[src/rtl/mdu_pkg.sv]
// Shared definitions for the multiply/divide unit.
// Holds the operation encodings, the control FSM state type, the iteration
// count of the radix-2 datapath, the divide-by-zero quotient and small
// decode helpers used by mult_div_unit.
package mdu_pkg;

    // Operation encodings as presented on the op port
    typedef enum logic [1:0] {
        OP_MULT  = 2'b00,
        OP_MULTU = 2'b01,
        OP_DIV   = 2'b10,
        OP_DIVU  = 2'b11
    } op_e;

    // Control FSM states
    typedef enum logic [1:0] {
        ST_IDLE   = 2'b00,
        ST_RUN    = 2'b01,
        ST_FINISH = 2'b10
    } state_e;

    // One radix-2 step per result bit
    localparam int ITER  = 32;
    localparam int CNT_W = $clog2(ITER);

    // Quotient reported when the divisor is zero (any operand signs)
    localparam logic [31:0] DIV0_QUOT = 32'hFFFF_FFFF;

    // Divide operations have op[1] set
    function automatic logic op_is_div(input logic [1:0] op_v);
        return op_v[1];
    endfunction

    // Signed operations (MULT, DIV) have op[0] clear
    function automatic logic op_is_signed(input logic [1:0] op_v);
        return ~op_v[0];
    endfunction

endpackage

[src/rtl/mdu_sign_fix.sv]
// Conditional two's-complement negation, purely combinational.
// Used both to take operand magnitudes before the unsigned iteration and to
// restore the sign of the product, quotient and remainder afterwards.
//   value  : input word
//   negate : 1 -> result = -value, 0 -> result = value
//   result : output word
module mdu_sign_fix #(
    parameter int W = 32
) (
    input  logic [W-1:0] value,
    input  logic         negate,
    output logic [W-1:0] result
);

    // Negate by invert-plus-one when requested, otherwise pass through
    always_comb begin
        result = value;
        if (negate) begin
            result = ~value + {{(W-1){1'b0}}, 1'b1};
        end else begin
            result = value;
        end
    end

endmodule

[src/rtl/mult_div_unit.sv]
// Iterative multiply/divide unit with HI/LO result registers.
// Signed operations are converted to magnitudes on acceptance, processed by a
// 32-step unsigned shift-add (multiply) or restoring-subtract (divide) loop,
// and sign-corrected once at the end, so latency is fixed at 34 edges.
// Ports:
//   clk, reset      : clock, synchronous active-high reset
//   start, op, a, b : operation request (sampled in IDLE only)
//   mthi, mtlo      : write wdata into HI / LO while idle
//   wdata           : data for mthi / mtlo
//   busy            : operation in progress
//   done            : one-cycle pulse when HI/LO hold the new result
//   hi, lo          : architectural HI / LO registers
module mult_div_unit
    import mdu_pkg::*;
#(
    parameter int WIDTH = 32
) (
    input  logic             clk,
    input  logic             reset,
    input  logic             start,
    input  logic [1:0]       op,
    input  logic [WIDTH-1:0] a,
    input  logic [WIDTH-1:0] b,
    input  logic             mthi,
    input  logic             mtlo,
    input  logic [WIDTH-1:0] wdata,
    output logic             busy,
    output logic             done,
    output logic [WIDTH-1:0] hi,
    output logic [WIDTH-1:0] lo
);

    localparam logic [CNT_W-1:0] LAST_ITER = CNT_W'(ITER - 1);

    // Control state
    state_e              state_r;
    state_e              next_state_s;
    logic [CNT_W-1:0]    cnt_r;
    logic                busy_r;
    logic                done_r;
    logic                load_s;
    logic                step_s;
    logic                finish_s;
    logic                move_en_s;

    // Operation context latched at acceptance
    logic                is_div_r;
    logic                neg_res_r;   // product or quotient must be negated
    logic                neg_rem_r;   // remainder must be negated (dividend sign)
    logic                div_zero_r;

    // Iteration datapath: acc_r is the running high half / partial remainder,
    // mq_r holds the multiplier (shifting out) or dividend/quotient.
    logic [WIDTH-1:0]    opb_r;
    logic [WIDTH-1:0]    acc_r;
    logic [WIDTH-1:0]    mq_r;
    logic [WIDTH-1:0]    acc_nxt_s;
    logic [WIDTH-1:0]    mq_nxt_s;

    // Architectural result registers
    logic [WIDTH-1:0]    hi_r;
    logic [WIDTH-1:0]    lo_r;

    // Operand decode and magnitudes
    logic                signed_op_s;
    logic                neg_a_s;
    logic                neg_b_s;
    logic [WIDTH-1:0]    mag_a_s;
    logic [WIDTH-1:0]    mag_b_s;

    // Per-step arithmetic
    logic [WIDTH:0]      mul_sum_s;
    logic [WIDTH:0]      div_shift_s;
    logic                div_ge_s;
    logic [WIDTH-1:0]    div_diff_s;

    // Sign-corrected results
    logic [2*WIDTH-1:0]  prod_fix_s;
    logic [WIDTH-1:0]    quo_fix_s;
    logic [WIDTH-1:0]    rem_fix_s;

    assign signed_op_s = op_is_signed(op);
    assign neg_a_s     = signed_op_s & a[WIDTH-1];
    assign neg_b_s     = signed_op_s & b[WIDTH-1];

    mdu_sign_fix #(.W(WIDTH)) u_mag_a (
        .value  (a),
        .negate (neg_a_s),
        .result (mag_a_s)
    );

    mdu_sign_fix #(.W(WIDTH)) u_mag_b (
        .value  (b),
        .negate (neg_b_s),
        .result (mag_b_s)
    );

    // Multiply step: add multiplicand when the current multiplier bit is set.
    // The carry is kept in bit WIDTH so it shifts into the high half.
    assign mul_sum_s = {1'b0, acc_r} + (mq_r[0] ? {1'b0, opb_r} : {(WIDTH+1){1'b0}});

    // Divide step: shift the next dividend bit into the partial remainder and
    // trial-subtract. The partial remainder is always below the divisor, so
    // the difference fits in WIDTH bits whenever the subtraction succeeds.
    assign div_shift_s = {acc_r, mq_r[WIDTH-1]};
    assign div_ge_s    = (div_shift_s >= {1'b0, opb_r});
    assign div_diff_s  = div_shift_s[WIDTH-1:0] - opb_r;

    // Next value of the iteration registers for one radix-2 step
    always_comb begin
        acc_nxt_s = acc_r;
        mq_nxt_s  = mq_r;
        if (is_div_r) begin
            if (div_ge_s) begin
                acc_nxt_s = div_diff_s;
                mq_nxt_s  = {mq_r[WIDTH-2:0], 1'b1};
            end else begin
                acc_nxt_s = div_shift_s[WIDTH-1:0];
                mq_nxt_s  = {mq_r[WIDTH-2:0], 1'b0};
            end
        end else begin
            acc_nxt_s = mul_sum_s[WIDTH:1];
            mq_nxt_s  = {mul_sum_s[0], mq_r[WIDTH-1:1]};
        end
    end

    mdu_sign_fix #(.W(2*WIDTH)) u_fix_prod (
        .value  ({acc_r, mq_r}),
        .negate (neg_res_r),
        .result (prod_fix_s)
    );

    mdu_sign_fix #(.W(WIDTH)) u_fix_quo (
        .value  (mq_r),
        .negate (neg_res_r),
        .result (quo_fix_s)
    );

    mdu_sign_fix #(.W(WIDTH)) u_fix_rem (
        .value  (acc_r),
        .negate (neg_rem_r),
        .result (rem_fix_s)
    );

    // FSM state register
    always_ff @(posedge clk) begin
        if (reset) begin
            state_r <= ST_IDLE;
        end else begin
            state_r <= next_state_s;
        end
    end

    // FSM next-state and per-state control strobes
    always_comb begin
        next_state_s = state_r;
        load_s       = 1'b0;
        step_s       = 1'b0;
        finish_s     = 1'b0;
        move_en_s    = 1'b0;
        case (state_r)
            ST_IDLE: begin
                if (start) begin
                    next_state_s = ST_RUN;
                    load_s       = 1'b1;
                end else begin
                    next_state_s = ST_IDLE;
                    move_en_s    = 1'b1;
                end
            end
            ST_RUN: begin
                step_s = 1'b1;
                if (cnt_r == LAST_ITER) begin
                    next_state_s = ST_FINISH;
                end else begin
                    next_state_s = ST_RUN;
                end
            end
            ST_FINISH: begin
                finish_s     = 1'b1;
                next_state_s = ST_IDLE;
            end
            default: begin
                next_state_s = ST_IDLE;
            end
        endcase
    end

    // Busy/done flags and iteration counter
    always_ff @(posedge clk) begin
        if (reset) begin
            busy_r <= 1'b0;
            done_r <= 1'b0;
            cnt_r  <= {CNT_W{1'b0}};
        end else begin
            done_r <= finish_s;
            if (load_s) begin
                busy_r <= 1'b1;
                cnt_r  <= {CNT_W{1'b0}};
            end else if (step_s) begin
                cnt_r  <= cnt_r + {{(CNT_W-1){1'b0}}, 1'b1};
            end else if (finish_s) begin
                busy_r <= 1'b0;
            end
        end
    end

    // Operand capture at acceptance and one iteration per RUN cycle
    always_ff @(posedge clk) begin
        if (reset) begin
            is_div_r   <= 1'b0;
            neg_res_r  <= 1'b0;
            neg_rem_r  <= 1'b0;
            div_zero_r <= 1'b0;
            opb_r      <= {WIDTH{1'b0}};
            acc_r      <= {WIDTH{1'b0}};
            mq_r       <= {WIDTH{1'b0}};
        end else if (load_s) begin
            is_div_r   <= op_is_div(op);
            neg_res_r  <= neg_a_s ^ neg_b_s;
            neg_rem_r  <= neg_a_s;
            div_zero_r <= (b == {WIDTH{1'b0}});
            opb_r      <= mag_b_s;
            acc_r      <= {WIDTH{1'b0}};
            mq_r       <= mag_a_s;
        end else if (step_s) begin
            acc_r      <= acc_nxt_s;
            mq_r       <= mq_nxt_s;
        end
    end

    // HI/LO: written only by a finished operation or an idle move
    always_ff @(posedge clk) begin
        if (reset) begin
            hi_r <= {WIDTH{1'b0}};
            lo_r <= {WIDTH{1'b0}};
        end else if (finish_s) begin
            if (is_div_r) begin
                hi_r <= rem_fix_s;
                lo_r <= div_zero_r ? DIV0_QUOT : quo_fix_s;
            end else begin
                {hi_r, lo_r} <= prod_fix_s;
            end
        end else begin
            if (move_en_s && mthi) begin
                hi_r <= wdata;
            end
            if (move_en_s && mtlo) begin
                lo_r <= wdata;
            end
        end
    end

    assign busy = busy_r;
    assign done = done_r;
    assign hi   = hi_r;
    assign lo   = lo_r;

endmodule

[config.mk]
export PLATFORM = sky130hd
export DESIGN_NAME = mult_div_unit
export DESIGN_NICKNAME = d
export VERILOG_FILES = /design/src/rtl/mdu_pkg.sv /design/src/rtl/mdu_sign_fix.sv /design/src/rtl/mult_div_unit.sv
export SDC_FILE = /design/constraint.sdc
export NUM_CORES = 1
export LEC_CHECK = 0
export BUFFER_PORTS_ARGS = -buffer_cell sky130_fd_sc_hd__buf_4
export CAP_MARGIN = 10
export CORE_ASPECT_RATIO = 1.5
export CORE_UTILIZATION = 60
export DETAILED_ROUTE_END_ITERATION = 10
export GPL_ROUTABILITY_DRIVEN = 0
export PLACE_DENSITY = 0.82
export SYNTH_ARGS = -nofsm -noshare
export SYNTH_HDL_FRONTEND = slang
export SYNTH_SLANG_ARGS = --single-unit
[constraint.sdc]
create_clock -name clk -period 4.3 [get_ports clk]
set_input_delay 1.075 -clock clk [delete_from_list [all_inputs] [get_ports clk]]
set_output_delay 1.075 -clock clk [all_outputs]
set_load 0.005 [all_outputs]
# Word level (Yosys, flattened, before mapping)
# Cells that the tools add are included.
# totals
register_bits,173
latch_bits,0
ram_bits,0
romBits,0
out_inout_bits,66
mem_count,0
# classes
n_addsub,8
mul,0
div,0
n_lt_le_gt_ge,1
eq_ne,4
shifts,0
n_mux,31
bitwise_logic,9
reduce_logical,10
# ops
op,count
32-bit two-way mux,17
"32-bit by 1-bit adder with 32-bit output, second input constant",4
32-bit inverter,4
"64-bit by 1-bit adder with 64-bit output, second input constant",1
64-bit two-way mux,1
64-bit inverter,1
32-bit by 32-bit adder with 33-bit output,1
33-bit by 32-bit greater-or-equal comparator with 1-bit output,1
32-bit logical NOT,1
32-bit subtractor,1
1-bit two-way mux,11
2-bit nonzero test,4
"5-bit by 1-bit adder with 5-bit output, second input constant",1
"5-bit == test, second input constant",1
2-bit case mux with 2 select lines,1
1-bit bitwise AND,2
"2-bit by 1-bit == test with 1-bit output, second input constant",1
"2-bit == test, second input constant",1
1-bit logical AND,2
2-bit logical NOT,1
2-bit two-way mux,1
"2-bit inequality test, second input constant",1
2-bit AND reduction,1
2-bit OR reduction,1
2 further kinds,2

# Longest topological paths before layout
# Gate-level depths: netlist (run 1).
# depth
ltp_word,6
mapped_depth,14
mapped_depth_nobuf,14

# Hierarchy
# Synthesis (run 1) repeated with hierarchy kept, for this count alone.
# hier_totals
cells_unflattened,2174
area_unflattened_um2,16767.3
# modules_own_cells
module,instances,cells_per_inst,area_each_um2,seq_area_each_um2
mult_div_unit,1,1572,12010.3,3463.3
mdu_sign_fix (u_fix_quo ...),4,99,777.0,0.0
mdu_sign_fix (u_fix_prod),1,206,1649.1,0.0

# Least setup slack after synthesis (run 1)
# No wires, ideal clock.
# synth_timing
path_type,input to register
from,in a[4]
to,reg mq_r[30]
arrival_time_ns,3.383
path_slack_ns,0.785
stages,10
path_cell_list,or4_1 > nor4_1 > and2_1 > nand2_1 > nor4_1 > and3b_1 > nand2_1 > o41ai_1 > xor2_1 > o22ai_1
# synth_via
elab_chain_cells,4
# synth_rtl
item,line_no,rtl
from (decl),mult_div_unit.sv:22,"input logic [WIDTH-1:0] a,"
32-bit inverter,mdu_sign_fix.sv:19,"result = ~value + {{(W-1){1'b0}}, 1'b1};"
32-bit by 1-bit adder with 32-bit output,mdu_sign_fix.sv:19,
32-bit two-way mux,mdu_sign_fix.sv:18,if (negate) begin
32-bit two-way mux,mult_div_unit.sv:218,end else if (load_s) begin
to (signal assigned),mult_div_unit.sv:217,mq_r <= {WIDTH{1'b0}};
to (signal assigned),mult_div_unit.sv:225,mq_r <= mag_a_s;
to (signal assigned),mult_div_unit.sv:228,mq_r <= mq_nxt_s;
to (decl),mult_div_unit.sv:56,logic [WIDTH-1:0] mq_r;
# No other way between the ends.
# A chain may end at the register's enable or synchronous reset.

# Worst setup path after layout (run 1)
# layout_timing
from,reg mq_r[0]
to,reg acc_r[29]
# layout_via
elab_chain_cells,3
# layout_rtl
item,line_no,rtl
32-bit two-way mux,mult_div_unit.sv:100,"assign mul_sum_s = {1'b0, acc_r} + (mq_r[0] ? {1'b0, opb_r} : {(WIDTH+1){1'b0}});"
32-bit by 32-bit adder with 33-bit output,mult_div_unit.sv:100,
32-bit two-way mux,mult_div_unit.sv:113,if (is_div_r) begin
to (signal assigned),mult_div_unit.sv:216,acc_r <= {WIDTH{1'b0}};
to (signal assigned),mult_div_unit.sv:224,acc_r <= {WIDTH{1'b0}};
to (signal assigned),mult_div_unit.sv:227,acc_r <= acc_nxt_s;
to (decl),mult_div_unit.sv:55,logic [WIDTH-1:0] acc_r;
# No other way between the ends.

==> results of run 1 <==
[placed cells by master (no fill, tap or decap), types with 4 or more instances in the layout]
cell and instances:
nand4_1 11, mux2_2 9, a31o_2 7, buf_4 204, and3_1 8, nand3_1 25
clkbuf_16 17, a31oi_1 17, or4_1 11, a21oi_1 177, xnor2_1 105, o211ai_1 10
mux2i_1 74, o41ai_1 11, o31a_1 5, a21o_1 27, o21a_1 12, nor2b_1 13
nor3_1 33, or3_1 28, dfxtp_1 172, ha_1 70, a211oi_1 103, xor2_1 64
nand3b_1 4, o221ai_1 34, nand2_1 149, nor4_1 14, a311oi_1 9, nor2_1 211
a211o_1 4, nand2b_1 15, o21ai_0 107, and2_1 5, inv_1 67, o31ai_1 21
o22ai_1 14
[where the power goes]
part / switching, mW / internal, mW
Sequential: 0.139 / 1.70
Clock: 0.697 / 0.833
Combinational: 0.957 / 0.657
Total: 1.79 / 3.19
[routing by layer]
metal,global-route usage (%),wire length (um),vias up
li1,-,-,6863
met1,39.3,15900,6940
met2,68.2,22500,778
met3,6.56,3170,255
met4,34.0,4210,0
met5,0,0,-
[per-stage QoR]
| step | setup slack (ns) | utilization, % | hold WS, ns | cell area, sq um |
|---|---|---|---|---|
| floorplan | 0.785 | - | 0.425 | 13800 |
| global placement | 0.510 | 67.8 | 0.439 | 15200 |
| detailed placement | 0.465 | 67.8 | 0.445 | 15200 |
| CTS | 0.526 | 70.4 | 0.453 | 15800 |
| global route | 0.161 | 70.4 | 0.466 | 15800 |
| finish | 0.342 | 70.4 | 0.449 | 15800 |
[timing repair]
action	in CTS	in global routing
setup endpoints to repair	0	1
buffers inserted	0	0
gates resized for setup	0	1
[sequential cells by signal, indices dropped and copies added (netlist names), 2 cells and up]
name / count
state_r: 2
acc_r: 32
lo: 32
mq_r: 32
cnt_r: 5
hi: 32
opb_r: 32
[kinds of logic (layout without fill, tap and decap cells)]
family	count (synthesis)	count (layout)	share of synthesized area, %
xor+xnor	169	169	10.7
compound gates	591	591	27.7
mux	83	83	6.11
simple gates	551	551	18.6
fa+ha+maj	72	72	6.64
flops	173	173	25.1
buf+inv	187	303	5.16
[final timing paths]
path | endpoint | slack [ns] | depth (start not counted)
max reg2reg | acc_r[29]$_SDFFE_PP0P_ | 0.34 | 14
min reg2reg | lo[6]$_SDFFE_PP0P_ | 0.45 | 2
max | acc_r[29]$_SDFFE_PP0P_ | 0.34 | 14
min | lo[6]$_SDFFE_PP0P_ | 0.45 | 2
[worst min-delay path: cells and delay by family (launching register included)]
kind            cells  cell delay [ns]
compound gates      1             0.05
simple gates        1             0.05
flops               1             0.31
[Yosys cell counts (16+ instances only)]
cell type / n
nand3_1: 25
a21o_1: 27
o21ai_0: 107
nor3_1: 34
nor2_1: 212
nand2b_1: 16
dfxtp_1: 173
a21oi_1: 177
o31ai_1: 21
or3_1: 28
a31oi_1: 17
xor2_1: 64
xnor2_1: 105
o221ai_1: 34
clkbuf_1: 107
a211oi_1: 104
inv_1: 67
nand2_1: 149
mux2i_1: 74
ha_1: 70
[final cells by class]
| type | count | area [sq um] |
|---|---|---|
| Timing Repair Buffer | 204 | 1530 |
| Clock buffer | 20 | 457 |
| Inverter | 68 | 255 |
| Fill cell | 1895 | 6660 |
| Multi-Input combinational cell | 1466 | 9650 |
| Sequential cell | 173 | 3470 |
| Tap cell | 276 | 345 |
| Clock inverter | 11 | 110 |
==> summary.txt, run 1 <==
setup TNS = 0 ns
# diodes = 0
Clock Latency Late Sink = 0.45 ns
Initial DRC Count = 1,369
Setup Skew = 0.0167 ns
placed cells = 2,187
vias per cell = 6.69
GRT Total Usage = 38.7%
worst reg2reg path startpoint = mq_r[0]$_SDFFE_PP0P_
pin count of the biggest net entering global routing = 91
critical path class = reg2reg
htree depth = 4
hold_buf cts = 0
CP endpoint kind = flip-flop
clk buf depth = 2
Remaining Overflow, GRT = 0
Power Dens Cells = 315 nW/um^2
Area growth syn-to-layout = 14.6%
total number of vias = 14,800
fmax = 253 MHz
TritonCTS buffer count = 17
Initial Util = 61.4%
CTS tree = done
dominant cell type by area after synthesis = dfxtp_1
mapped cell area = 13,800 sq um
initial antenna violation count = 0
Power Total = 4.99 mW
Yosys cell types = 72
number of global-route vias before repair = 14,300
yosys warns = 0
unrepaired setup endpoints after global routing = no
Static Leakage = 6.42 nW
Crit-path slowest cell = a2111oi_0
worst-margin pin slew = 1.09 ns
Post-synth top flop = dfxtp_1
Finished Layout Cells = 2,218
layout cells sized above 1 = 13.9%
DP HPWL = 34.0 mm
sequential area share after synthesis = 25.1%
Residual DRC = 0
start point of the worst hold path = lo[6]$_SDFFE_PP0P_
status = completed
Syn Nets = 2,001
Final Max Slew Viols = 0
Worst EP arrival = 4.27 ns
Area contributors post-synth = dfxtp_1 25%, xnor2_1 6.7%, a21oi_1 6.4%
VDD IR max = 0.305 mV
Critical Path Start Type = flip-flop
clock-pin transition on the worst setup and hold timing paths = 0.07 ns
Mapped Avg Cell Area = 7.55 sq um
row cnt = 67
beginning of the critical path = mq_r[0]$_SDFFE_PP0P_
cell family with most CP delay = compound AO/OA/AOI/OAI gates
DR WL/cell = 20.7 um
DRT antenna net count = 0
Largest stage delay, worst path = 0.51 ns
die height = 188 um
clk root buf = clkbuf_16
EDFF count, synth = 0
io pins = 169
Setup violations, final = 0
FFs w/ async S/R, synth = 0%
Nets = 2,105
worst hold path class = reg2reg
Die Footprint = 23,600 sq um
total length of routed wires = 45.8 mm
WP buf/inv = 2
worst-path fanout max = 19
#FFs+latches synth = 173
final count of hold timing violations = 0
first-pass GRT wire length = 72.1 mm
cells after synthesis = 1,826
drt first pass iters = 6
fin crit period = 3.96 ns
Clock Sinks = 173
# Max-Cap Violations = 0
Slew Limit Headroom = 27.4%
period utilization = 92.0%
Synth top area share = 25.1%
Core Region = 22,500 sq um
crit-path cells = clkinv_1 > buf_4 > nor2_1 > ha_1 > nand3_1 > o21ai_0 > o21ai_0 > a32oi_1 > a31o_2 > a211o_1 > a2111oi_0 > a21oi_1 > nor2_1 > nor3_1
port bufs = 168
Die Width = 126 um
WP data required = 4.62 ns
Power figures use the tool's default switching activity.
==> run 2: changes to the inputs <==
- CELL_PAD_IN_SITES_DETAIL_PLACEMENT: unset -> 2
- CELL_PAD_IN_SITES_GLOBAL_PLACEMENT: unset -> 2
- CORE_UTILIZATION: 60 -> 35
- PLACE_DENSITY: 0.82 -> unset
- PLACE_DENSITY_LB_ADDON: unset -> 0.1
==> summary.txt, run 2 (same netlist as run 1, synthesis figures left out) <==
clk buf depth = 2
port bufs = 168
pre-CTS setup slack = 0.214 ns
io pins = 169
Design Area, Final = 16,200 sq um
M2 GR Usage = 56.5%
most common cell after layout, fill and taps aside = buf_4
Nets = 2,122
DRT antenna net count = 0
clock-pin transition on the worst setup and hold timing paths = 0.08 ns
DP Area = 15,700 sq um
fin worst setup slack = 0.329 ns
setup TNS = 0 ns
initial antenna violation count = 0
drt first pass iters = 5
Die Width = 164 um
most frequent cells in the layout = 219 x buf_4, 211 x nor2_1, 177 x a21oi_1
PostCTS Resize Cnt = 0
Core Region = 38,600 sq um
htree depth = 4
first-pass GRT wire length = 91.4 mm
total number of vias = 14,600
# Max-Cap Violations = 0
hold_buf cts = 0
number of global-route vias before repair = 15,900
Residual DRC = 0
GR peak layer = met2
critical path class = reg2reg
layout cells sized above 1 = 14.7%
filler instances = 4,548
Setup Skew = 0.0116 ns
Area growth syn-to-layout = 17.8%
status = completed
fmax = 252 MHz
Die Footprint = 40,200 sq um
Power Dens Cells = 318 nW/um^2
TritonCTS buffer count = 17
fin crit period = 3.97 ns
Clock Sinks = 173
CTS tree = done
DR WL/cell = 24.3 um
routing usage on met1 = 29.8%
Clock Latency Late Sink = 0.47 ns
WP data required = 4.65 ns
Slew Limit Headroom = 28.0%
Critical Path Start Type = flip-flop
unrepaired setup endpoints after global routing = no
Initial Util = 35.7%
Worst EP arrival = 4.32 ns
pin count of the biggest net entering global routing = 111
DP HPWL = 46.6 mm
# diodes = 0
die height = 245 um
VDD IR max = 0.254 mV
Finished Core Util = 42.0%
Static Leakage = 6.52 nW
worst-path fanout max = 18
GRT Total Usage = 29.8%
worst hold path class = reg2reg
worst-margin pin slew = 1.08 ns
setup bufs post-CTS = 0
clk root buf = clkbuf_16
CP endpoint kind = flip-flop
GRT met3 Usage = 3.18%
Remaining Overflow, GRT = 0
Initial DRC Count = 656
period utilization = 92.3%
vias per cell = 5.93
total length of routed wires = 59.6 mm
row cnt = 88
final count of hold timing violations = 0
Final Max Slew Viols = 0
Setup violations, final = 0
-- run 2: final timing paths --
kind	from	to	slack, ns	cells past startpoint
worst max-delay path	mq_r[0]$_SDFFE_PP0P_	acc_r[28]$_SDFFE_PP0P_	0.33	16
worst min-delay path	lo[14]$_SDFFE_PP0P_	lo[14]$_SDFFE_PP0P_	0.46	2
worst max register to register	mq_r[0]$_SDFFE_PP0P_	acc_r[28]$_SDFFE_PP0P_	0.33	16
worst min register to register	lo[14]$_SDFFE_PP0P_	lo[14]$_SDFFE_PP0P_	0.46	2
-- run 2: where the power goes --
part | internal, mW | switching, mW
Clock | 0.773 | 0.816
Sequential | 1.70 | 0.131
Combinational | 0.679 | 1.06
Total | 3.15 | 2.01
-- run 2: worst max-delay path: stages, from the launching register on --
cell	delay, ns
dfxtp_1	0.50
clkinv_1	0.23
buf_4	0.27
nor2_1	0.14
ha_1	0.30
o21ai_0	0.21
a21oi_1	0.08
o41ai_1	0.26
o41ai_1	0.15
buf_4	0.19
o21ai_0	0.28
buf_4	0.20
o211ai_1	0.11
buf_4	0.18
a2111o_1	0.41
a21oi_1	0.24
a2111oi_0	0.10
-- run 2: area by class of cell --
class	instances	area, sq um	share of cell area (%)
Clock buffer	17	425	2.62
Clock inverter	15	148	0.909
Inverter	68	255	1.57
Multi-Input combinational cell	1466	9650	59.4
Sequential cell	173	3470	21.3
Tap cell	495	619	3.81
Timing Repair Buffer	221	1680	10.4
-- run 2: stage by stage --
stage	cells	hold WS, ns	power [mW]
2_1_floorplan	1826	0.425	2.93
5_1_grt	2455	0.478	5.41
3_5_place_dp	2423	0.453	3.60
3_3_place_gp	2423	0.443	3.55
6_report	2455	0.461	5.16
4_1_cts	2455	0.466	5.21
-- run 2: per-layer routing --
metal / share of wire (%) / vias up
li1: - / 6888
met1: 37 / 7259
met3: 2.2 / 139
met5: 0 / -
met2: 53 / 277
met4: 7.1 / 0
